[src/rtl/cpu_types_pkg.sv]
// Shared CPU types: word width, fetch FSM encoding and the sequential PC step.
package cpu_types_pkg;

    localparam int WORD_W = 32;

    typedef logic [WORD_W-1:0] word_t;

    typedef enum logic [1:0] {
        FETCH  = 2'd0,
        SQUASH = 2'd1,
        HALTED = 2'd2
    } fetch_state_t;

    localparam word_t PC_INCR = 32'd4;

    // Sequential successor of a fetch address; wraps modulo 2^32.
    function automatic word_t next_seq_pc(input word_t pc);
        return pc + PC_INCR;
    endfunction

endpackage

[src/rtl/fetch_perf_ctr.sv]
// Fetch performance counters: delivered instructions and front-end idle request cycles.
module fetch_perf_ctr
    import cpu_types_pkg::*;
(
    input  logic  CLK,
    input  logic  nRST,
    input  logic  fetch_valid,
    input  logic  req_waiting,
    output word_t fetch_count,
    output word_t stall_count
);

    word_t fetch_count_reg;
    word_t stall_count_reg;

    always_ff @(posedge CLK or negedge nRST) begin
        if (!nRST) begin
            fetch_count_reg <= '0;
            stall_count_reg <= '0;
        end else begin
            if (fetch_valid) begin
                fetch_count_reg <= fetch_count_reg + 32'd1;
            end
            if (req_waiting) begin
                stall_count_reg <= stall_count_reg + 32'd1;
            end
        end
    end

    assign fetch_count = fetch_count_reg;
    assign stall_count = stall_count_reg;

endmodule

[src/rtl/fetch_unit.sv]
// Instruction fetch stage: owns the PC, talks to the icache and feeds the IF/ID latch.
// Optional counters are built when FETCH_PERF_EN is defined.
module fetch_unit
    import cpu_types_pkg::*;
#(
    parameter word_t PC_RESET = 32'h0000_0000
) (
    input  logic  CLK,
    input  logic  nRST,
    output logic  imemREN,
    output word_t imemaddr,
    input  logic  ihit,
    input  word_t imemload,
    input  logic  stall,
    input  logic  redirect,
    input  word_t redirect_pc,
    input  logic  halt,
    output word_t instr_out,
    output word_t pc_out,
    output word_t pcplusfour_out,
    output logic  ihit_out,
`ifdef FETCH_PERF_EN
    output word_t fetch_count,
    output word_t stall_count,
`endif
    output logic  halted
);

    word_t        pc_reg;
    word_t        redirect_q_reg;
    fetch_state_t state_reg;

    always_ff @(posedge CLK or negedge nRST) begin
        if (!nRST) begin
            pc_reg         <= PC_RESET;
            redirect_q_reg <= '0;
            state_reg      <= FETCH;
        end else begin
            unique case (state_reg)
                FETCH: begin
                    if (halt) begin
                        state_reg <= HALTED;
                    end else if (redirect) begin
                        if (ihit) begin
                            pc_reg <= redirect_pc;
                        end else begin
                            // A request is in flight; park the target until it returns.
                            redirect_q_reg <= redirect_pc;
                            state_reg      <= SQUASH;
                        end
                    end else if (ihit && !stall) begin
                        pc_reg <= next_seq_pc(pc_reg);
                    end
                end
                SQUASH: begin
                    if (halt) begin
                        state_reg <= HALTED;
                    end else if (redirect) begin
                        redirect_q_reg <= redirect_pc;
                        if (ihit) begin
                            pc_reg    <= redirect_pc;
                            state_reg <= FETCH;
                        end
                    end else if (ihit) begin
                        pc_reg    <= redirect_q_reg;
                        state_reg <= FETCH;
                    end
                end
                HALTED: begin
                    state_reg <= HALTED;
                end
                default: begin
                    state_reg <= FETCH;
                end
            endcase
        end
    end

    // No output register here: the IF/ID latch is the pipeline stage.
    assign imemaddr       = pc_reg;
    assign imemREN        = (state_reg != HALTED);
    assign instr_out      = imemload;
    assign pc_out         = pc_reg;
    assign pcplusfour_out = next_seq_pc(pc_reg);
    assign ihit_out       = (state_reg == FETCH) && ihit && !stall && !redirect && !halt;
    assign halted         = (state_reg == HALTED);

`ifdef FETCH_PERF_EN
    fetch_perf_ctr u_perf (
        .CLK         (CLK),
        .nRST        (nRST),
        .fetch_valid (ihit_out),
        .req_waiting (imemREN && !ihit_out),
        .fetch_count (fetch_count),
        .stall_count (stall_count)
    );
`endif

endmodule

[config.mk]
export PLATFORM = sky130hd
export DESIGN_NAME = fetch_unit
export DESIGN_NICKNAME = d
export VERILOG_FILES = /design/src/rtl/cpu_types_pkg.sv /design/src/rtl/fetch_perf_ctr.sv /design/src/rtl/fetch_unit.sv
export SDC_FILE = /design/constraint.sdc
export NUM_CORES = 1
export LEC_CHECK = 0
export ABC_AREA = 1
export BUFFER_PORTS_ARGS = -buffer_cell sky130_fd_sc_hd__buf_2
export CAP_MARGIN = 20
export CORE_MARGIN = 3
export CORE_UTILIZATION = 44
export CTS_CLUSTER_DIAMETER = 150
export DETAILED_ROUTE_END_ITERATION = 16
export PLACE_DENSITY = 0.74
export SLEW_MARGIN = 20
export SYNTH_ARGS = -nofsm -noshare
export SYNTH_HDL_FRONTEND = slang
export SYNTH_SLANG_ARGS = --single-unit
[constraint.sdc]
create_clock -name CLK -period 1.48 [get_ports CLK]
set_input_delay 0.148 -clock CLK [delete_from_list [all_inputs] [get_ports CLK]]
set_output_delay 0.148 -clock CLK [all_outputs]
set_load 0.01 [all_outputs]
# Word-level counts from Yosys, hierarchy flattened
# Index checks and enable logic that the tools add are counted.
[word_totals] inputBits=70 ff_bits=66 word_cells=50 out_inout_bits=131
[classes] n_eq_ne=13 n_reduce_logical=13 addsub=1 n_mux=20
[op_table] operator="2-to-1 mux 32 bit" n=12
[op_table] operator="one-hot mux 32 bit (2 select lines)" n=2
[op_table] operator="adder 32 x 3 -> 32 bit (second input constant)" n=1
[op_table] operator="inequality test 3 bit (second input constant)" n=5
[op_table] operator="inequality test 2 bit (second input constant)" n=6
[op_table] operator="2-to-1 mux 2 bit" n=5
[op_table] operator="one-hot mux 2 bit (3 select lines)" n=1
[op_table] operator="AND reduction 6 bit" n=1
[op_table] operator="logical AND 1 bit" n=5
[op_table] operator="AND reduction 5 bit" n=1
[op_table] operator="zero test 1 bit" n=3
[op_table] operator="AND reduction 3 bit" n=1
[op_table] operator="== test 2 x 1 -> 1 bit (second input constant)" n=1
[op_table] operator="== test 2 bit (second input constant)" n=1
[op_table] operator="zero test 2 bit" n=1
[op_table] operator="nonzero test 2 bit" n=1

# Logic depth before layout (Yosys ltp)
# Gate-level depths: netlist of the first run.
[logic_depth] word_depth=6 ltp_mapped=10

# Least setup slack after synthesis of the first run
# No wires, ideal clock.
[synth_path] kind="reg2reg" from="register pc_reg[2] (netlist: imemaddr[2])" to="register pc_reg[14] (netlist: imemaddr[14])" path_stages_with_launch=9 required_time_ns=1.402 arrival_ns=1.587 slack_ns=-0.185 synth_period_minus_slack_ns=1.665 cell_sequence="dfrtp_1 -> ha_1 -> nand2_1 -> nor2_2 -> nand2_2 -> nor2_4 -> xor2_1 -> nand2_1 -> a21boi_1"
[synth_via] elab_chain_len=5
[synth_lines] item="from (decl)" line_no="fetch_unit.sv:29" rtl="word_t pc_reg;"
[synth_lines] item="from (signal assigned)" line_no="fetch_unit.sv:45" rtl="pc_reg <= redirect_pc;"
[synth_lines] item="from (signal assigned)" line_no="fetch_unit.sv:52" rtl="pc_reg <= next_seq_pc(pc_reg);"
[synth_lines] item="from (signal assigned)" line_no="fetch_unit.sv:61" rtl="pc_reg <= redirect_pc;"
[synth_lines] item="adder 32 x 3 -> 32 bit"
[synth_lines] item="via pcplusfour_out[14]" line_no="fetch_unit.sv:20" rtl="output word_t pcplusfour_out,"
[synth_lines] item="2-to-1 mux 32 bit" line_no="fetch_unit.sv:51" rtl="end else if (ihit && !stall) begin"
[synth_lines] item="2-to-1 mux 32 bit" line_no="fetch_unit.sv:43" rtl="end else if (redirect) begin"
[synth_lines] item="2-to-1 mux 32 bit" line_no="fetch_unit.sv:41" rtl="if (halt) begin"
[synth_lines] item="one-hot mux 32 bit (2 select lines)" line_no="fetch_unit.sv:39" rtl="unique case (state_reg)"
# The timed path passes the listed nets, and every way through them passes these cells. The select of a mux whose other input is x is not followed.
# A chain may end at the register's enable or synchronous reset.

# Worst setup path in the final report of the first run
[layout_path] from="register pc_reg[2] (netlist: imemaddr[2])" to="output pcplusfour_out[10]"
[layout_via] elab_chain_len=1
[layout_lines] item="adder 32 x 3 -> 32 bit" line_no="cpu_types_pkg.sv:18" rtl="return pc + PC_INCR;"
[layout_lines] item="to (decl)" line_no="fetch_unit.sv:20"
# No other way between the ends.

==> impl_metrics.toml, run 1 <==
[critical_path]
critPathLaunchType = "register"
critical_path_class = "register to output port"
path_max_fanout = 4
end_kind = "output port"
crit_arrival_ns = 1.85
rrSetupSlack_ns = -0.31
cp.required_ns = 1.33

[clock_network]
cts_inserted_buffers = 9
clock_latency_ns = 0.37
numClockSinks = 66
clockBufferDepth = 2
cts_root_buf = "clkbuf_8"
cts_tree = "built"
cts.clk_slew.worst_paths_ns = 0.09
cts_max_level = 3

[global_routing]
grt_pass1_vias = 4791
met2_usage_pct = 40.55
grt_use_met1_pct = 30.53
grt_util_all_layers_pct = 24.36
grtUsageMet3_pct = 4.543
gr-total-overflow = 0
antenna_found_initial = 0
grt_pass1_wl_um = 22710
top_usage_layer = "met2"
grt_max_degree = 67

[timing]
finalCriticalPeriod_ns = 2.002
fin_skew_ns = 0.01375
tightest_slew_ns = 0.3789
timing.fmax_mhz = 499.4
setup_ws_ns = -0.5222
finalHoldViolCount = 0
maxSlewHeadroom_pct = 74.74
slew_viol_final = 0
setup_viol = 82
post-route-period-util_pct = 135.3
rsz0062_at_grt = "true"
setup_tns_ns = -17.05

[placed_design]
placed_cell_area_mm2 = 0.005597
post-dp-hpwl_um = 10470
gp_congestion = 0.9344
portBuffers = 136
dp.cells = 897
pre_cts_ws_ns = -0.1304

[routing]
wl_per_cell_um = 18.12
avgViaCountPerCell = 5.481
detail_route.first_pass.iterations = 5
drcViolationCount = 0
vias = 5284
drt-initial-drc-count = 544
ant_nets = 0
wirelength_um = 17470

[layout]
finalNonFillerCells = 964
syn2layout_area_growth_pct = 43.29
final_cell_mix = "nand2_1 (133), buf_2 (127), buf_4 (80), nor2_1 (67), dfrtp_1 (59)"
n_fill_cell = 800
diodes = 0
drive_gt1_share_pct = 48.43
design_area_mm2 = 0.006867
layout.nets = 894
final_common_cell = "nand2_1"

[pwr]
ir_drop_v = 0.0006477
swShare_pct = 38.86
power.density_mw_per_mm2 = 963.5
p_int_mw = 4.045
totalPowerFinal_mw = 6.616
p_leak_nw = 3.657
pwr-share-clk_pct = 23.4
seq_power_share_pct = 34.2
power.switching_mw = 2.571
power_frac_comb_pct = 42.4

[job]
cap_violations = 0

[worst_hold_path]
min_path_type = "input pin to register"

[synthesis]
synth.avg_cell_area_um2 = 7.339
syn_nets = 724
synth-seq-cells = 66
synthCells = 653
ys_seq_area_share_pct = 34.46
netlist_area_mm2 = 0.004792
synth.distinct_cells = 35
synth-warning-count = 0

[die]
core_region_area_mm2 = 0.01046
io_pins = 201
die_area_mm2 = 0.01218
initial_utilization_pct = 45.80
die_x_um = 110.4
std_cell_rows = 37
fp.dieH_um = 110.4

[run_status]
status = "finished, violations left"
failed_checks = "setup timing"
## power by group through the flow
| stage | logic, mW | clock network [mW] | registers (mW) |
|---|---|---|---|
| 2_1_floorplan | 1.34 | 0 | 2.40 |
| 3_3_place_gp | 2.30 | 0 | 2.25 |
| 3_5_place_dp | 2.34 | 0 | 2.26 |
| 4_1_cts | 2.49 | 1.54 | 2.22 |
| 5_1_grt | 3.04 | 1.64 | 2.29 |
| 6_report | 2.81 | 1.55 | 2.26 |
## critical path, stage by stage (launching register included)
cell	delay, ns
dfrtp_2	0.44
ha_4	0.19
nand2_4	0.06
nor2_4	0.12
nand2_4	0.11
buf_4	0.16
xor2_2	0.13
buf_4	0.15
buf_6	0.11
## layer usage
layer / vias up / routed length (um)
met1: 2542 / 6806
met4: 0 / 680
met2: 329 / 8462
met5: - / 0
li1: 2329 / -
met3: 84 / 1515
## cell families (layout without fill, tap and decap cells)
kind of cell	Yosys count	count (layout)	synth area share, %
multiplexers	22	22	5.170
XOR/XNOR	14	14	3.342
AO/OA/AOI/OAI	111	111	13.26
buffers and inverters	148	323	17.75
adder cells (fa/ha/maj)	1	1	0.2611
flip-flops	66	66	34.46
AND/OR/NAND/NOR	291	291	25.74
## cells in the mapped netlist, drive strengths merged
| cell type | n | area, um2 |
|---|---|---|
| xor2 | 14 | 160.2 |
| and2 | 4 | 25.02 |
| a21oi | 11 | 55.05 |
| o211ai | 2 | 20.02 |
| clkbuf | 7 | 26.28 |
| nor4 | 1 | 6.260 |
| o22ai | 1 | 6.260 |
| o2bb2ai | 2 | 17.52 |
| dfrtp | 66 | 1652 |
| ha | 1 | 12.51 |
| a21boi | 16 | 120.1 |
| a22oi | 7 | 52.55 |
| nand3 | 17 | 90.09 |
| buf | 81 | 599.3 |
| o21ai | 71 | 355.3 |
| nand2 | 170 | 653.1 |
| mux2 | 22 | 247.7 |
| or2 | 2 | 12.52 |
| a2bb2oi | 1 | 8.760 |
| nor2 | 97 | 446.7 |
| inv | 60 | 225.2 |
## repair_timing
item / in CTS / in global routing
endpoints found under the setup margin: 58 / 82
pin swaps: 24 / 28
setup buffers: 23 / 18
resized for setup: 42 / 117
hold endpoints to repair: 67 / 0
hold buffers: 2 / 0
cloned: 2 / 6
## path summary, 6_finish.rpt
check                                              start  depth (start not counted)                             end
setup / recovery                 imemaddr[2]$_DFFE_PN0P_                          8              pcplusfour_out[10]
hold / removal                           redirect_pc[18]                          2  redirect_q_reg[18]$_DFFE_PN0P_
setup reg to reg                 imemaddr[2]$_DFFE_PN0P_                         11         imemaddr[5]$_DFFE_PN0P_
hold reg to reg            redirect_q_reg[5]$_DFFE_PN0P_                          2   redirect_q_reg[5]$_DFFE_PN0P_
max in group asynchronous                           nRST                          3         imemaddr[3]$_DFFE_PN0P_
min in group asynchronous                           nRST                          3  redirect_q_reg[11]$_DFFE_PN0P_
## metrics by stage
step,hold slack [ns],utilization (%)
4_1_cts,0.02681,59.21
6_report,0.03481,65.63
3_3_place_gp,0.1933,53.49
2_1_floorplan,-0.1476,-
5_1_grt,0.02811,65.63
3_5_place_dp,0.2005,53.49
## cell type report
type | count | area [um2] | share of cell area [%]
multi-input combinational | 439 | 2746 | 40.00
timing repair buffer | 247 | 1878 | 27.35
sequential | 66 | 1660 | 24.18
inverter | 60 | 225.2 | 3.280
tap | 136 | 170.2 | 2.478
clock buffer | 11 | 131.4 | 1.913
clock inverter | 5 | 55.05 | 0.8017
(Power assumes the default switching activity.)
==> inputs of run 2 (changes only) <==
- CORE_UTILIZATION: 44 -> 45
- CTS_BUF_LIST: unset -> sky130_fd_sc_hd__clkbuf_8
- PLACE_DENSITY: 0.74 -> 0.76
==> impl_metrics.toml, run 2 (same netlist as run 1, synthesis figures left out) <==
[critical_path]
crit_slowest_cell = "dfrtp_2"
path_cells = "inv_2, nor2_4, nand2_2, nor2_4, nand2_1, nand2_1, nand2_2, buf_6"
rrSetupSlack_ns = -0.36
critical_path_class = "register to output port"
r2r_cells = 11
r2r-end = "imemaddr[31]$_DFFE_PN0P_"
cpPeakStageDelay_ns = 0.46
cp-endpoint = "pcplusfour_out[23]"
crit_arrival_ns = 1.87
reg2reg_from = "imemaddr[2]$_DFFE_PN0P_"
path_max_fanout = 5
cp.required_ns = 1.33
critPathLaunchType = "register"
cp-startpoint = "imemaddr[2]$_DFFE_PN0P_"
end_kind = "output port"

[layout]
final_util_pct = 68.17
syn2layout_area_growth_pct = 46.87
layout.nets = 895
finalNonFillerCells = 965
final_cell_mix = "buf_2 (123), nand2_1 (121), buf_4 (75), nor2_1 (62), dfrtp_1 (60)"
drive_gt1_share_pct = 51.51
final_common_cell = "buf_2"
diodes = 0

[routing]
wirelength_um = 17880
drt-initial-drc-count = 559
wl_per_cell_um = 18.53
drcViolationCount = 0
avgViaCountPerCell = 5.493
vias = 5301
ant_nets = 0
detail_route.first_pass.iterations = 5

[job]
cap_violations = 0

[timing]
setup_viol = 77
tightest_slew_ns = 0.5434
rsz0062_at_grt = "true"
finalCriticalPeriod_ns = 2.020
setup_ws_ns = -0.5400
maxSlewHeadroom_pct = 63.64
timing.fmax_mhz = 495.1
fin_skew_ns = 0.01370
post-route-period-util_pct = 136.5
finalHoldViolCount = 0
slew_viol_final = 0
setup_tns_ns = -17.28

[global_routing]
antenna_found_initial = 0
gr-total-overflow = 0
grt_pass1_vias = 4803
grt_pass1_wl_um = 23950
grt_util_all_layers_pct = 26.20
grt_max_degree = 67

[die]
std_cell_rows = 37
die_x_um = 109.2
core_region_area_mm2 = 0.01032
initial_utilization_pct = 46.42
fp.dieH_um = 109.2
die_area_mm2 = 0.01192
io_pins = 201

[placed_design]
dp.cells = 901
gp_congestion = 0.9037
post-dp-hpwl_um = 10570
pre_cts_ws_ns = -0.1119
portBuffers = 136

[clock_network]
cts_max_level = 3
cts.clk_slew.worst_paths_ns = 0.09
clock_latency_ns = 0.36
cts_root_buf = "clkbuf_8"
cts_tree = "built"
clockBufferDepth = 2
numClockSinks = 66
cts_inserted_buffers = 9

[pwr]
totalPowerFinal_mw = 7.006
ir_drop_v = 0.0005325
p_leak_nw = 3.677
power.density_mw_per_mm2 = 995.5

[run_status]
failed_checks = "setup timing"
status = "finished, violations left"

[worst_hold_path]
min_path_type = "input pin to register"
[run 2: cell count changes in the layout (fill, tap and decap cells not counted), moves of 4 or more]
cell     delta
buf_2       -4
nand2_2    +14
nand3_1     -5
buf_6      +11
nand3_2     +4
buf_4       -5
nor2_1      -5
nor2_2      +4
nand2_1    -12
[run 2: what timing repair did]
item,CTS,global route
pin swaps,35,40
setup endpoints to repair,50,72
endpoints found under the hold margin,67,0
cloned,3,3
resized for setup,63,136
setup buffers,25,20
hold buffers,2,0
[run 2: worst min path at each step]
stage,end,from,slack (ns),cells past startpoint
2_1_floorplan,imemaddr[0]$_DFFE_PN0P_,nRST,-0.15,0
3_3_place_gp,imemaddr[0]$_DFFE_PN0P_,nRST,0.20,2
3_5_place_dp,redirect_q_reg[1]$_DFFE_PN0P_,nRST,0.20,2
4_1_cts,redirect_q_reg[28]$_DFFE_PN0P_,redirect_pc[28],0.02,2
5_1_grt,redirect_q_reg[11]$_DFFE_PN0P_,redirect_pc[11],0.04,2
6_report,redirect_q_reg[11]$_DFFE_PN0P_,redirect_pc[11],0.03,2
[run 2: per-stage QoR]
stage / cell area [um2] / hold WS, ns
detailed placement: 5627 / 0.2007
finish: 7038 / 0.02870
CTS: 6390 / 0.02385
global placement: 5627 / 0.1967
floorplan: 4850 / -0.1476
global route: 7038 / 0.03650
[run 2: area by class of cell]
class / instances / area [um2]
Clock inverter: 6 / 90.09
Multi-Input combinational cell: 439 / 2844
Sequential cell: 66 / 1659
Inverter: 60 / 225.2
Tap cell: 136 / 170.2
Clock buffer: 10 / 137.6
Fill cell: 697 / 3286
Timing Repair Buffer: 248 / 1912
[run 2: power by group]
| group | internal, mW | switching (mW) |
|---|---|---|
| clock network | 0.997 | 0.796 |
| logic | 1.31 | 1.65 |
| registers | 2.03 | 0.229 |
[run 2: critical path: cells and delay by family, from the launching register on]
family / cells / cell delay [ns]
and+or+nand+nor: 6 / 0.85
DFF: 1 / 0.46
buffers and inverters: 2 / 0.19
[run 2: layer usage]
| metal | up-vias | track usage [%] | routed length (um) |
|---|---|---|---|
| met2 | 356 | 44.96 | 8735 |
| met3 | 86 | 5.447 | 1699 |
| met1 | 2527 | 32.11 | 6693 |
| met4 | 0 | 10.51 | 750 |
| met5 | - | 0 | 0 |
| li1 | 2332 | - | - |
==> inputs of run 3 (changes only) <==
- ABC_AREA: 1 -> unset
- PLACE_DENSITY: 0.76 -> 0.77
==> impl_metrics.toml, run 3 <==
[pwr]
totalPowerFinal_mw = 12.30
power.density_mw_per_mm2 = 1605
ir_drop_v = 0.001133
p_leak_nw = 3.689

[critical_path]
r2r_cells = 6
end_kind = "output port"
critical_path_class = "register to output port"
cp.required_ns = 1.33
path_max_fanout = 3
critPathLaunchType = "register"
crit_arrival_ns = 2.30

[routing]
wl_met3_um = 2755
vias = 5634
drcViolationCount = 0
wl_met2_um = 10400
ant_nets = 0
drt-initial-drc-count = 752
highest_layer = "met4"
met1Wirelength_um = 7435
avgViaCountPerCell = 6.675
wl_per_cell_um = 26.71
wirelength_um = 22550
detail_route.first_pass.iterations = 5

[placed_design]
gp_congestion = 0.8759
pre_cts_ws_ns = -0.5634
post-dp-hpwl_um = 10330
portBuffers = 136
placed_cell_area_mm2 = 0.005748
dp.cells = 761

[layout]
syn2layout_area_growth_pct = 69.36
final_cell_mix = "buf_2 (126), buf_4 (96), dfrtp_1 (57), buf_6 (55), mux2_4 (32)"
final_common_cell = "buf_2"
drive_gt1_share_pct = 66.57
finalNonFillerCells = 844
final_util_pct = 80.63
layout.nets = 781
diodes = 0
design_area_mm2 = 0.007662

[timing]
finalHoldViolCount = 0
maxSlewHeadroom_pct = 50.33
setup_tns_ns = -41.38
setup_viol = 99
post-route-period-util_pct = 165.3
rsz0062_at_grt = "true"
slew_viol_final = 0
tightest_slew_ns = 0.7446
finalCriticalPeriod_ns = 2.446
whs_ns = 0.01497
fin_skew_ns = 0.01242
setup_ws_ns = -0.9660
timing.fmax_mhz = 408.8

[synthesis]
synth-async-reset-ratio_pct = 100.0
ys_seq_area_share_pct = 36.50
synth_xor_area_share_pct = 5.420
netlist_area_mm2 = 0.004524
synth.avg_cell_area_um2 = 9.067
netlist.area_leader.share_pct = 36.50
synth_compound_area_share_pct = 17.04
synth_top_family_by_area = "compound AO/OA/AOI/OAI gates"
ys.flop_type = "dfrtp_1"
synthTopCellsByArea = "dfrtp_1 (37%), buf_4 (11%), mux2_2 (10%), xnor2_1 (4.3%), o21ai_0 (4.2%)"
yosys.area.top_type = "dfrtp_1"
synthCells = 499
synthMuxAreaShare_pct = 10.45
synth-seq-cells = 66
synth-warning-count = 0
synth-edff-count = 0
synthAdderAreaFrac_pct = 0.2765
synth.distinct_cells = 46
synth.top_cells.by_count = "buf_4 (66), dfrtp_1 (66), mux2_2 (42)"
syn_nets = 570
synth_simple_gate_area_share_pct = 15.27

[clock_network]
cts_max_level = 3
clockBufferDepth = 2
cts_tree = "built"
cts.clk_slew.worst_paths_ns = 0.08
numClockSinks = 66
cts_root_buf = "clkbuf_8"
clock_latency_ns = 0.38
cts_inserted_buffers = 9

[global_routing]
gr-total-overflow = 0
antenna_found_initial = 0
grt_max_degree = 35
grt_pass1_vias = 5260
grt_pass1_wl_um = 28550
grt_util_all_layers_pct = 32.23

[job]
cap_violations = 0

[die]
die_x_um = 106.3
io_pins = 201
die_area_mm2 = 0.01129
fp.dieH_um = 106.3
core_region_area_mm2 = 0.009503
initial_utilization_pct = 47.61
std_cell_rows = 35

[worst_hold_path]
min_path_type = "input pin to register"
holdPathStages = 2

[run_status]
failed_checks = "setup timing"
status = "finished, violations left"
[run 3: cell count changes after synthesis, sizes merged, moves of 18 or more]
cell / before / now
nand2: 170 / 29
inv: 60 / 15
xnor2: 0 / 22
o21ai: 71 / 38
mux2: 22 / 42
clkbuf: 7 / 25
nor2: 97 / 26
[run 3: cell type report]
class / instances / area (um2)
fill: 505 / 1841
clock buffer: 10 / 137.6
timing repair buffer: 298 / 2404
multi-input combinational: 320 / 3154
tap: 129 / 161.4
clock inverter: 6 / 83.83
inverter: 15 / 58.81
sequential: 66 / 1663
[run 3: final timing paths]
kind	start	end	slack, ns
setup / recovery	imemaddr[2]$_DFFE_PN0P_	pcplusfour_out[20]	-0.97
hold / removal	redirect_pc[23]	redirect_q_reg[23]$_DFFE_PN0P_	0.01
setup reg to reg	imemaddr[12]$_DFFE_PN0P_	imemaddr[27]$_DFFE_PN0P_	-0.71
hold reg to reg	redirect_q_reg[23]$_DFFE_PN0P_	redirect_q_reg[23]$_DFFE_PN0P_	0.52
max in group asynchronous	nRST	state_reg[1]$_DFFE_PN0P_	0.76
min in group asynchronous	nRST	state_reg[0]$_DFFE_PN0P_	0.36
[run 3: worst max-delay path, cell delays in order, from the launching register on]
cell and delay (ns):
dfrtp_2 0.41, buf_6 0.11, buf_6 0.10, ha_4 0.18, nand2_4 0.09, nor4_4 0.29, nand4_1 0.32, xnor2_2 0.25
buf_2 0.17
[run 3: where the power goes]
| part | total (mW) | switching [mW] | internal, mW |
|---|---|---|---|
| clock network | 1.82 | 0.829 | 0.986 |
| logic | 7.16 | 3.65 | 3.51 |
| registers | 3.32 | 0.733 | 2.59 |
| total | 12.3 | 5.22 | 7.08 |
[run 3: timing repair]
item                                   4_1_cts  5_1_grt
hold buffers                                 1        0
cloned                                       7        6
gates resized for setup                    107      133
setup endpoints to repair                   61       96
pin swaps                                   56       53
endpoints found under the hold margin       66        0
setup buffers                               42       31
[run 3: kinds of logic (layout without fill, tap and decap cells)]
family	Yosys count	count (layout)
AO/OA/AOI/OAI	115	115
adder cells (fa/ha/maj)	1	1
multiplexers	42	42
flip-flops	66	66
AND/OR/NAND/NOR	133	134
buffers and inverters	114	329
XOR/XNOR	28	28
[run 3: layer usage]
layer | vias to the layer above | track usage, %
met2 | 592 | 54.84
met5 | - | 0
met4 | 0 | 16.28
met1 | 2651 | 37.45
met3 | 217 | 8.257
li1 | 2174 | -
